`src/rtl/serial_subtractor_if.sv`:
```
// rtl/serial_subtractor_if.sv - start/done handshake and operand/result bundle for serial_subtractor
interface serial_subtractor_if #(
   parameter int WIDTH = 8
);
   logic             start;
   logic [WIDTH-1:0] a;
   logic [WIDTH-1:0] b;
   logic             bin;
   logic             busy;
   logic             done;
   logic [WIDTH-1:0] diff;
   logic             borrow;

   modport master (
      output start, a, b, bin,
      input  busy, done, diff, borrow
   );

   modport slave (
      input  start, a, b, bin,
      output busy, done, diff, borrow
   );
endinterface

```
`src/rtl/serial_subtractor.sv`:
```
// rtl/serial_subtractor.sv - bit-serial a - b - bin, LSB first, one bit per clock
// The borrow recirculates through br_q; result and final borrow are registered at the MSB edge.
module serial_subtractor #(
   parameter int WIDTH = 8
) (
   input  logic                 clk,
   input  logic                 rst_n,
   serial_subtractor_if.slave   sub
);
   localparam int CW = (WIDTH > 2) ? $clog2(WIDTH) : 1;
   localparam logic [CW-1:0] LAST_BIT = CW'(WIDTH - 1);

   localparam logic [1:0] S_IDLE  = 2'd0;
   localparam logic [1:0] S_SHIFT = 2'd1;
   localparam logic [1:0] S_DONE  = 2'd2;

   logic [1:0]       state_q,  state_d;
   logic [WIDTH-1:0] a_sr_q,   a_sr_d;
   logic [WIDTH-1:0] b_sr_q,   b_sr_d;
   logic [WIDTH-1:0] d_sr_q,   d_sr_d;
   logic [WIDTH-1:0] diff_q,   diff_d;
   logic             br_q,     br_d;
   logic             borrow_q, borrow_d;
   logic [CW-1:0]    cnt_q,    cnt_d;

   logic             x, y, z;
   logic             cell_d, cell_b;
   logic [WIDTH-1:0] d_next;

   assign x      = a_sr_q[0];
   assign y      = b_sr_q[0];
   assign z      = br_q;
   assign cell_d = x ^ y ^ z;
   assign cell_b = (~x & y) | (~(x ^ y) & z);
   assign d_next = {cell_d, d_sr_q[WIDTH-1:1]};

   always_comb begin
      state_d  = state_q;
      a_sr_d   = a_sr_q;
      b_sr_d   = b_sr_q;
      d_sr_d   = d_sr_q;
      diff_d   = diff_q;
      br_d     = br_q;
      borrow_d = borrow_q;
      cnt_d    = cnt_q;
      case (state_q)
         S_IDLE: begin
            if (sub.start) begin
               a_sr_d  = sub.a;
               b_sr_d  = sub.b;
               br_d    = sub.bin;
               cnt_d   = '0;
               state_d = S_SHIFT;
            end
         end
         S_SHIFT: begin
            d_sr_d = d_next;
            a_sr_d = a_sr_q >> 1;
            b_sr_d = b_sr_q >> 1;
            br_d   = cell_b;
            cnt_d  = cnt_q + CW'(1);
            if (cnt_q == LAST_BIT) begin
               diff_d   = d_next;
               borrow_d = cell_b;
               state_d  = S_DONE;
            end
         end
         S_DONE:  state_d = S_IDLE;
         default: state_d = S_IDLE;
      endcase
   end

   always_ff @(posedge clk or negedge rst_n) begin
      if (!rst_n) begin
         state_q  <= S_IDLE;
         a_sr_q   <= '0;
         b_sr_q   <= '0;
         d_sr_q   <= '0;
         diff_q   <= '0;
         br_q     <= 1'b0;
         borrow_q <= 1'b0;
         cnt_q    <= '0;
      end else begin
         state_q  <= state_d;
         a_sr_q   <= a_sr_d;
         b_sr_q   <= b_sr_d;
         d_sr_q   <= d_sr_d;
         diff_q   <= diff_d;
         br_q     <= br_d;
         borrow_q <= borrow_d;
         cnt_q    <= cnt_d;
      end
   end

   // Handshake outputs are pure decodes of the registered state.
   assign sub.busy   = (state_q == S_SHIFT);
   assign sub.done   = (state_q == S_DONE);
   assign sub.diff   = diff_q;
   assign sub.borrow = borrow_q;
endmodule

```
`src/flat_wrapper.sv`:
```
// flat-port wrapper written by rule: the top's interface ports become plain ports
module serial_subtractor_flat 
#(
   parameter int WIDTH = 8
)
  (clk, rst_n, sub_start, sub_a, sub_b, sub_bin, sub_busy, sub_done, sub_diff, sub_borrow);
  serial_subtractor_if #(.WIDTH(WIDTH)) sub_i ();
  input  logic clk;
  input  logic rst_n;
  input wire logic [$bits(sub_i.start)-1:0] sub_start;
  input wire logic [$bits(sub_i.a)-1:0] sub_a;
  input wire logic [$bits(sub_i.b)-1:0] sub_b;
  input wire logic [$bits(sub_i.bin)-1:0] sub_bin;
  output wire logic [$bits(sub_i.busy)-1:0] sub_busy;
  output wire logic [$bits(sub_i.done)-1:0] sub_done;
  output wire logic [$bits(sub_i.diff)-1:0] sub_diff;
  output wire logic [$bits(sub_i.borrow)-1:0] sub_borrow;
  assign sub_i.start = sub_start;
  assign sub_i.a = sub_a;
  assign sub_i.b = sub_b;
  assign sub_i.bin = sub_bin;
  assign sub_busy = sub_i.busy;
  assign sub_done = sub_i.done;
  assign sub_diff = sub_i.diff;
  assign sub_borrow = sub_i.borrow;
  serial_subtractor #(.WIDTH(WIDTH)) u_core (.clk(clk), .rst_n(rst_n), .sub(sub_i));
endmodule
```
`config.mk`:
```
export PLATFORM = sky130hd
export DESIGN_NAME = serial_subtractor_flat
export DESIGN_NICKNAME = d
export VERILOG_FILES = /design/src/rtl/serial_subtractor_if.sv /design/src/rtl/serial_subtractor.sv /design/src/flat_wrapper.sv
export SDC_FILE = /design/constraint.sdc
export NUM_CORES = 1
export LEC_CHECK = 0
export ABC_AREA = 1
export CAP_MARGIN = 20
export CORE_ASPECT_RATIO = 1.5
export CORE_MARGIN = 3
export CORE_UTILIZATION = 47
export DETAILED_ROUTE_END_ITERATION = 7
export MAX_ROUTING_LAYER = met4
export PLACE_DENSITY_LB_ADDON = 0.2
export RECOVER_POWER = 25
export SYNTH_ARGS = -nofsm -noshare
export SYNTH_HDL_FRONTEND = slang
export SYNTH_SLANG_ARGS = --single-unit
```
`constraint.sdc`:
```
create_clock -name clk -period 1.3 [get_ports clk]
set_clock_uncertainty 0.1 [all_clocks]
set_input_delay 0.26 -clock clk [delete_from_list [all_inputs] [get_ports clk]]
set_output_delay 0.26 -clock clk [all_outputs]
set_load 0.05 [all_outputs]
```
==> impl_metrics.env <==
export IMPL_r2r_cells=6
export IMPL_clock_fmax_mhz=660
export IMPL_setup_viol=6
export IMPL_fp_dieArea_sq_um=4750
export IMPL_tightest_slew_ns=0.506
export IMPL_fp_row_count=27
export IMPL_synth_edf_count=0
export IMPL_leakage_uw=0.00135
export IMPL_ant_nets=0
export IMPL_nets=296
export IMPL_antenna_found_initial=0
export IMPL_grt_max_degree=39
export IMPL_regToRegStartpoint="u_core.state_q[0]$_DFFE_PN0P_"
export IMPL_synthToLayoutAreaGrowth_pct=38.4
export IMPL_finalCriticalPeriod_ns=1.51
export IMPL_drive_gt1_share_pct=23.4
export IMPL_synth_seq_cells=38
export IMPL_gp_congestion=0.789
export IMPL_grt_pass1_vias=1439
export IMPL_drt_vias_per_instance=4.68
export IMPL_total_power_uw=6480
export IMPL_clock_latency_ns=0.29
export IMPL_outcome="finished, violations left"
export IMPL_setup_ws_ns=-0.215
export IMPL_final_cells=316
export IMPL_hp_start="u_core.cnt_q[1]$_DFFE_PN0P_"
export IMPL_final_max_slew_viol_count=0
export IMPL_start_util_pct=49.4
export IMPL_worstPathMaxFanout=6
export IMPL_n_fill_cell=287
export IMPL_critPathSlowestCell="dfrtp_1"
export IMPL_n_antenna_cell=0
export IMPL_grt_usage_pct=17.5
export IMPL_worstSetupStartpointType="register"
export IMPL_hold_path_class="reg2reg"
export IMPL_slew_headroom_pct=66.2
export IMPL_ys_types=20
export IMPL_cts_root_buffer="clkbuf_8"
export IMPL_crit_required_ns=0.94
export IMPL_rsz0062_at_grt="yes"
export IMPL_dpl_cell_count=305
export IMPL_synth_async_reset_ratio_pct=100
export IMPL_ys_flop_type="dfrtp_1"
export IMPL_endpoint_kind="output port"
export IMPL_fin_util_pct=68.4
export IMPL_ir_drop_v=0.00165
export IMPL_die_h_um=82.9
export IMPL_numCtsBuffers=5
export IMPL_yosysWarnings=0
export IMPL_power_density_nw_per_um2=2520
export IMPL_hold_depth=2
export IMPL_synth_net_count=246
export IMPL_startpoint="u_core.state_q[0]$_DFFE_PN0P_"
export IMPL_wirelength_um=3530
export IMPL_cts_max_path_buffers=2
export IMPL_syn_inst=223
export IMPL_grt_pass1_wl_um=6350
export IMPL_die_x_um=57.3
export IMPL_syn_area_sq_um=1850
export IMPL_path_clk_slew_ns=0.07
export IMPL_drt_wirelength_per_cell_um=11.2
export IMPL_drc_errors=0
export IMPL_tritoncts="built"
export IMPL_drt_iter0_drc=37
export IMPL_violations="negative setup slack"
export IMPL_max_stage_delay_ns=0.43
export IMPL_crit_chain="buf_4 > nor2_4 > buf_12"
export IMPL_crit_arrival_ns=1.15
export IMPL_dp_hpwl_um=2460
export IMPL_port_buffers=30
export IMPL_min_period_over_period_pct=117
export IMPL_seq_area_frac_synth_pct=51.3
export IMPL_dr_pass1_iters=4
export IMPL_vias=1480
export IMPL_cts_num_sinks=38
export IMPL_path_class="reg2out"
export IMPL_maxCapViolCount=0
export IMPL_hold_viol_final=0
export IMPL_core_area_sq_um=3750
export IMPL_hold_ws_ns=0.383
export IMPL_grt_remaining_overflow=0
export IMPL_avgSynthCellArea_sq_um=8.32
export IMPL_pin_count=31
export IMPL_htree_levels=2
-- what timing repair did --
| item | CTS | global route |
|---|---|---|
| gates resized for setup | 6 | 6 |
| endpoints found under the hold margin | 38 | 0 |
| endpoints found under the setup margin | 11 | 30 |
| hold buffers | 1 | 0 |
| gates cloned | 0 | 0 |
| buffers inserted | 1 | 2 |
| pin swaps | 2 | 3 |
-- critical path: cells and delay by family (launching register included) --
family | cells | cell delay (ns)
flip-flops | 1 | 0.43
buffers and inverters | 2 | 0.32
AND/OR/NAND/NOR | 1 | 0.12
-- registers in the layout, summed over array words and instances (netlist names) --
signal	flops
u_core.state_q	2
u_core.sub.borrow	1
u_core.b_sr_q	8
u_core.d_sr_q	7
u_core.sub.diff	8
u_core.a_sr_q	8
u_core.br_q	1
u_core.cnt_q	3
-- metal layers --
layer | up-vias | wire length, um | track usage [%]
li1 | 774 | - | -
met1 | 671 | 1550 | 20.8
met2 | 28 | 1740 | 27.3
met3 | 7 | 159 | 5.13
met4 | 0 | 72 | 7.38
met5 | - | 0 | -
-- stage by stage --
step | setup WS [ns] | TNS [ns] | area (sq um)
4_1_cts | -0.227 | -0.491 | 2560
2_1_floorplan | -0.169 | -1.21 | 1870
6_report | -0.215 | -0.450 | 2570
5_1_grt | -0.258 | -2.05 | 2570
3_3_place_gp | -0.122 | -2.18 | 2450
3_5_place_dp | -0.155 | -2.86 | 2450
-- synthesized netlist by cell type (2+ instances only) --
master | instances | area [sq um]
buf_2 | 2 | 10.0
buf_4 | 3 | 22.5
buf_6 | 4 | 45.0
dfrtp_1 | 38 | 951
ha_1 | 2 | 25.0
inv_1 | 42 | 158
nand2_1 | 71 | 267
nand2_2 | 3 | 18.8
nand3_1 | 31 | 155
nor2_1 | 2 | 7.51
o21ai_0 | 9 | 45.0
o21ai_2 | 8 | 70.1
-- worst paths after layout --
| check | to | slack, ns |
|---|---|---|
| setup reg to reg | u_core.a_sr_q[7]$_DFFE_PN0P_ | -0.02 |
| hold reg to reg | u_core.cnt_q[1]$_DFFE_PN0P_ | 0.38 |
| hold / removal | u_core.cnt_q[1]$_DFFE_PN0P_ | 0.38 |
| setup / recovery | sub_done | -0.21 |
| min in group asynchronous | u_core.a_sr_q[2]$_DFFE_PN0P_ | 0.49 |
| max in group asynchronous | u_core.cnt_q[1]$_DFFE_PN0P_ | 0.25 |
-- kinds of logic (layout without fill, tap and decap cells) --
group | Yosys count | count (layout) | synth area share, %
AO/OA/AOI/OAI | 20 | 20 | 7.83
adder cells (fa/ha/maj) | 3 | 3 | 2.43
buffers and inverters | 53 | 103 | 13.1
flip-flops | 38 | 38 | 51.3
AND/OR/NAND/NOR | 109 | 109 | 25.4
-- layout make-up --
class | instances | area, sq um | share of cell area [%]
flip-flops and latches | 38 | 951 | 37.1
inverters | 43 | 164 | 6.39
multi-input cells | 132 | 679 | 26.5
well taps | 43 | 53.8 | 2.10
repair buffers | 53 | 642 | 25.0
clock buffers | 7 | 76.3 | 2.97
-- layout by cell type, fill, tap and decap left out --
master            n
a21oi_2           1
nor2_1            1
clkbuf_8          5
o21ai_4           1
buf_2             1
nand2_2           4
buf_6             3
clkbuf_1          2
dlygate4sd3_1     1
buf_12           15
clkdlybuf4s50_1  18
nand3_1          31
buf_4            14
ha_2              2
o21ai_2           9
nand2_4           1
o21ai_1           1
inv_1            38
clkbuf_4          1
dfrtp_1          38
inv_2             4
fa_1              1
o21ai_0           8
inv_4             1
nor2_4            2
nand2_1          70
-- power by group --
part | internal (uW) | leakage [uW] | switching [uW] | total [uW]
Clock | 369 | 0.0000383 | 381 | 750
Sequential | 1750 | 0.000470 | 385 | 2130
Combinational | 1700 | 0.000840 | 1900 | 3600
Total | 3810 | 0.00135 | 2660 | 6480
Note: power is estimated with default switching activity, not from simulation.
